===== config.mk =====
export PLATFORM = sky130hd
export DESIGN_NAME = dmem_arbiter
export DESIGN_NICKNAME = d
export VERILOG_FILES = /design/src/rtl/dmem_arbiter.sv
export SDC_FILE = /design/constraint.sdc
export NUM_CORES = 1
export LEC_CHECK = 0
export ABC_AREA = 1
export CAP_MARGIN = 20
export CORE_ASPECT_RATIO = 2
export CORE_MARGIN = 2
export CORE_UTILIZATION = 45
export CTS_BUF_LIST = sky130_fd_sc_hd__clkbuf_4 sky130_fd_sc_hd__clkbuf_8
export CTS_CLUSTER_DIAMETER = 50
export DETAILED_ROUTE_END_ITERATION = 6
export GPL_TIMING_DRIVEN = 1
export PLACE_DENSITY = 0.89
export RECOVER_POWER = 100
export SLEW_MARGIN = 15
export SYNTH_ARGS = -nofsm -noshare
export SYNTH_HDL_FRONTEND = slang
export SYNTH_SLANG_ARGS = --single-unit

===== constraint.sdc =====
create_clock -name clk -period 5.85 [get_ports clk]
set_input_delay 1.4625 -clock clk [delete_from_list [all_inputs] [get_ports clk]]
set_output_delay 1.4625 -clock clk [all_outputs]
set_load 0.02 [all_outputs]

===== src/rtl/dmem_arbiter.sv =====
// rtl/dmem_arbiter.sv - two-port arbiter in front of the sync-read byte-addressed data memory
// Each access runs IDLE -> ISSUE -> RESP; illegal accesses complete with err and never write memory.
module dmem_arbiter #(
   parameter int MEM_BYTES   = 1024,
   parameter int P0_PRIORITY = 0
) (
   input  logic        clk,
   input  logic        rst,
   input  logic        p0_req,
   input  logic        p0_rw,
   input  logic [1:0]  p0_mode,
   input  logic [31:0] p0_addr,
   input  logic [31:0] p0_wdata,
   output logic        p0_gnt,
   output logic        p0_resp,
   output logic        p0_err,
   output logic [31:0] p0_rdata,
   input  logic        p1_req,
   input  logic        p1_rw,
   input  logic [1:0]  p1_mode,
   input  logic [31:0] p1_addr,
   input  logic [31:0] p1_wdata,
   output logic        p1_gnt,
   output logic        p1_resp,
   output logic        p1_err,
   output logic [31:0] p1_rdata,
   output logic        mem_rw,
   output logic [1:0]  mem_mode,
   output logic [31:0] mem_addr,
   output logic [31:0] mem_wdata,
   input  logic [31:0] mem_rdata,
   output logic        busy
);

   typedef enum logic [1:0] {
      IDLE  = 2'd0,
      ISSUE = 2'd1,
      RESP  = 2'd2
   } state_t;

   localparam logic [32:0] MEM_LIMIT = 33'(MEM_BYTES);

   state_t      state;
   state_t      state_nxt;
   logic        last_grant;
   logic        win_id;
   logic        lat_rw;
   logic        lat_ill;
   logic [1:0]  lat_mode;
   logic [31:0] lat_addr;
   logic [31:0] lat_wdata;

   logic        gnt0;
   logic        gnt1;
   logic        sel_rw;
   logic [1:0]  sel_mode;
   logic [31:0] sel_addr;
   logic [31:0] sel_wdata;
   logic        sel_ill;

   // End address is formed 33 bits wide so an access near 2^32 cannot wrap past the bounds check.
   function automatic logic is_illegal(input logic [1:0] mode, input logic [31:0] addr);
      logic [32:0] end_addr;
      logic        bad;
      end_addr = {1'b0, addr} + (33'd1 << mode);
      case (mode)
         2'd1:    bad = addr[0];
         2'd2:    bad = |addr[1:0];
         2'd3:    bad = 1'b1;
         default: bad = 1'b0;
      endcase
      return bad || (end_addr > MEM_LIMIT);
   endfunction

   always_comb begin
      gnt0 = 1'b0;
      gnt1 = 1'b0;
      if (state == IDLE && !rst) begin
         if (p0_req && p1_req) begin
            if ((P0_PRIORITY != 0) || last_grant) begin
               gnt0 = 1'b1;
            end else begin
               gnt1 = 1'b1;
            end
         end else begin
            gnt0 = p0_req;
            gnt1 = p1_req;
         end
      end
   end

   always_comb begin
      sel_rw    = gnt1 ? p1_rw    : p0_rw;
      sel_mode  = gnt1 ? p1_mode  : p0_mode;
      sel_addr  = gnt1 ? p1_addr  : p0_addr;
      sel_wdata = gnt1 ? p1_wdata : p0_wdata;
      sel_ill   = is_illegal(sel_mode, sel_addr);
   end

   always_comb begin
      state_nxt = state;
      case (state)
         IDLE:    if (gnt0 || gnt1) state_nxt = ISSUE;
         ISSUE:   state_nxt = RESP;
         RESP:    state_nxt = IDLE;
         default: state_nxt = IDLE;
      endcase
   end

   always_ff @(posedge clk) begin
      if (rst) begin
         state      <= IDLE;
         last_grant <= 1'b1;
         win_id     <= 1'b0;
         lat_rw     <= 1'b0;
         lat_ill    <= 1'b0;
         lat_mode   <= 2'd0;
         lat_addr   <= 32'd0;
         lat_wdata  <= 32'd0;
      end else begin
         state <= state_nxt;
         if (gnt0 || gnt1) begin
            win_id     <= gnt1;
            last_grant <= gnt1;
            lat_rw     <= sel_rw;
            lat_ill    <= sel_ill;
            lat_mode   <= sel_mode;
            lat_addr   <= sel_addr;
            lat_wdata  <= sel_wdata;
         end
      end
   end

   // Memory command is not gated by rst so a write already in ISSUE still lands on that edge.
   always_comb begin
      mem_rw    = 1'b0;
      mem_mode  = 2'd0;
      mem_addr  = 32'd0;
      mem_wdata = 32'd0;
      if (state == ISSUE) begin
         mem_rw    = lat_rw && !lat_ill;
         mem_mode  = lat_mode;
         mem_addr  = lat_addr;
         mem_wdata = lat_wdata;
      end
   end

   always_comb begin
      p0_gnt   = gnt0;
      p1_gnt   = gnt1;
      p0_resp  = 1'b0;
      p0_err   = 1'b0;
      p0_rdata = 32'd0;
      p1_resp  = 1'b0;
      p1_err   = 1'b0;
      p1_rdata = 32'd0;
      if (state == RESP && !rst) begin
         if (win_id) begin
            p1_resp  = 1'b1;
            p1_err   = lat_ill;
            p1_rdata = (!lat_rw && !lat_ill) ? mem_rdata : 32'd0;
         end else begin
            p0_resp  = 1'b1;
            p0_err   = lat_ill;
            p0_rdata = (!lat_rw && !lat_ill) ? mem_rdata : 32'd0;
         end
      end
   end

   assign busy = (state != IDLE);

endmodule

==> metrics.cfg <==
[setup_path]
cp-startpoint=rst
rr_endpoint=lat_ill
rrSetupSlack_ps=2340
crit_required_ps=4390
crit_type=input pin to output pin
crit_chain=dlygate4sd3_1, nor3_1, inv_1, nor2_1, inv_1, nor3_1, dlygate4sd3_1
rr_worst_depth=25
r2r-start=state[0]
startpoint_type=input pin
crit_fanout=33
cp-end-kind=output pin
cp_slowest_cell=dlygate4sd3_1
cp.arrival_ps=3940
max_stage_delay_ps=700

[pwr]
power_frac_comb_pct=36.6
p_int_mw=1.05
switchingPower_mw=0.610
power_density_mw_per_mm2=177
p_seq_share_pct=34.7
leakage_nw=4.99
peakVddDrop_mv=0.170
clkPwrFrac_pct=28.6
sw_frac_of_total_pct=36.8

[clock_tree]
path_clk_slew_ps=90
cts-resized-gates=0
hold_buffers=0
cts_tree=yes
cts_buffer_depth=2
cts_setup_buffers=0
cts_buffers=9
clkLatencyLatePin_ps=360
cts_max_level=3
ctsRootBufferMaster=clkbuf_8
cts.sinks=72

[timing]
layout_setup_ws_ps=446
fin_crit_sh_pct=92.4
clock_skew_ps=13.9
worstMarginPinSlew_ps=1460
min_period_ps=5400
hold_viol_final=0
setup_viol_count_final=0
slew_headroom_pct=2.79
rsz0062_at_grt=no
setup_tns_ps=0
max_freq_mhz=185
slew_violations=0

[synth]
synth.distinct_cells=28
synth_area_leader_cell=dfxtp_1
syn_nets=1297
netlist_top_cells_area=dfxtp_1 24%, nand2_1 22%, inv_1 13%
syn_inst=1122
syn_area_mm2=0.00605
yosysSeqAreaShare_pct=23.8
ys_ff_latch=72
postSynthAreaPerCell_um2=5.40
yosysWarningCount=0
synth_top_area_share_pct=23.8

[detailed_routing]
drc=0
dr.first_iter.drc_count=404
ant_nets=0
drt-wirelength-per-cell_um=14.0
first_pass_iters=5
drt-total-wl_mm=21.8
num_vias=7742
vias_per_cell=4.99

[floorplanning]
die_area_mm2=0.0145
placementRows=60
pin_count=308
core_region_area_mm2=0.0133
die_w_um=86.0
start_util_pct=45.6
fp.dieH_um=168

[worst_hold_path]
hp-class=flop to flop
hold_start=win_id
hold_depth=2
hold_end=win_id

[layout]
area_growth_pct=55.0
final_core_util_pct=70.6
stdcell_count=1553
antenna_cells=0
drive_gt1_share_pct=3.79
fin_nets=1568
nFillCells=1151

[placement]
dp_slack_ps=530
placement.io_buffers=307
placed_cells=1537
globalplace.congestion=0.946
dp_hpwl_mm=17.2

[global_route]
grt_max_degree=131
grt_antenna_before_repair=0
first_global_vias=7387
grt_usage_pct=29.3
grt_first_pass_wirelength_mm=34.4
gr-total-overflow=0

[job]
maxCapViolCount=0

[outcome]
status=completed

cell usage after synthesis:
library cell  count
clkbuf_1         24
a21oi_1           4
o21ai_0           6
dfxtp_1          72
inv_2             4
nand4_1           9
a21oi_2           1
nor2_2           10
o21bai_1          1
fa_1              1
o21ai_2           1
nand4_2           1
buf_4             3
nor2_1          200
o211ai_1         67
nand2_2           6
nor3_1            3
nand2_1         348
nand3b_1         18
clkinv_1          2
ha_1              4
buf_6             3
nor2_4            4
nand3_1          84
buf_1            10
o21ai_1           6
buf_2            19
inv_1           211
power by group through the flow:
stage	logic, mW	registers, mW	clock network [mW]
6_report	0.607	0.576	0.474
5_1_grt	0.671	0.581	0.501
4_1_cts	0.620	0.575	0.482
3_5_place_dp	0.617	0.585	0
3_3_place_gp	0.602	0.583	0
2_1_floorplan	0.362	0.577	0
worst max path at each step:
stage	endpoint	cells after the start	slack [ps]
6_report	p0_rdata[0]	7	450
3_3_place_gp	p0_rdata[0]	7	580
2_1_floorplan	p0_rdata[10]	6	1670
3_5_place_dp	p0_rdata[0]	7	530
4_1_cts	p0_rdata[0]	7	520
5_1_grt	p0_rdata[0]	7	220
through the flow:
step / hold WS, ps / instance area, µm² / power [mW]
after floorplan: 448 / 6050 / 0.939
after global placement: 472 / 9150 / 1.19
after detailed placement: 482 / 9180 / 1.20
after CTS: 496 / 9410 / 1.68
after global routing: 526 / 9380 / 1.75
final: 492 / 9380 / 1.66
logic make-up (layout without fill, tap and decap cells):
logic type	count (synthesis)	in the layout	synth area share, %
and+or+nand+nor	683	683	46.9
AOI/OAI and AO/OA	86	86	10.0
DFF	72	72	23.8
buffers and inverters	276	552	18.1
adders and majority gates	5	5	1.16
area by class of cell:
cell class | count | area, µm² | share of cell area [%]
tap | 155 | 194 | 2.07
timing repair buffer | 319 | 3190 | 34.0
clock buffer | 9 | 124 | 1.32
clock inverter | 7 | 109 | 1.16
multi-input combinational | 774 | 3510 | 37.4
sequential | 72 | 1440 | 15.4
inverter | 217 | 815 | 8.68
sequential cells by signal (all words and copies together) (netlist names):
name / cells
lat_rw: 1
state: 2
lat_mode: 2
last_grant: 1
lat_addr: 32
lat_wdata: 32
win_id: 1
lat_ill: 1
worst max-delay path: cells and delay by family:
family	cells	cell delay [ps]
buffers and inverters	4	1820
and+or+nand+nor	3	640
layout by cell type, fill, tap and decap left out, types with 4 or more instances in the layout:
cell             Yosys  final
nand3_1             84     84
clkdlybuf4s50_1      0    170
o211ai_1            67     67
nand2_2              6      5
clkbuf_8             0      9
a21oi_1              4      4
nor2_1             200    200
dfxtp_1             72     72
ha_1                 4      4
buf_4                3      9
nand4_1              9      9
o21ai_1              6      6
nand3b_1            18     18
inv_2                4      5
nor2_2              10     11
nand2_1            348    349
dlygate4sd3_1        0    137
o21ai_0              6      7
inv_1              211    211
routing by layer:
layer,up-vias,global-route usage [%],share of wire (%)
li1,3943,-,-
met1,3389,32.2,38
met2,358,52.1,50
met3,52,6.08,7.7
met4,0,14.1,3.9
met5,-,0,0
Power figures use the tool's default switching activity.
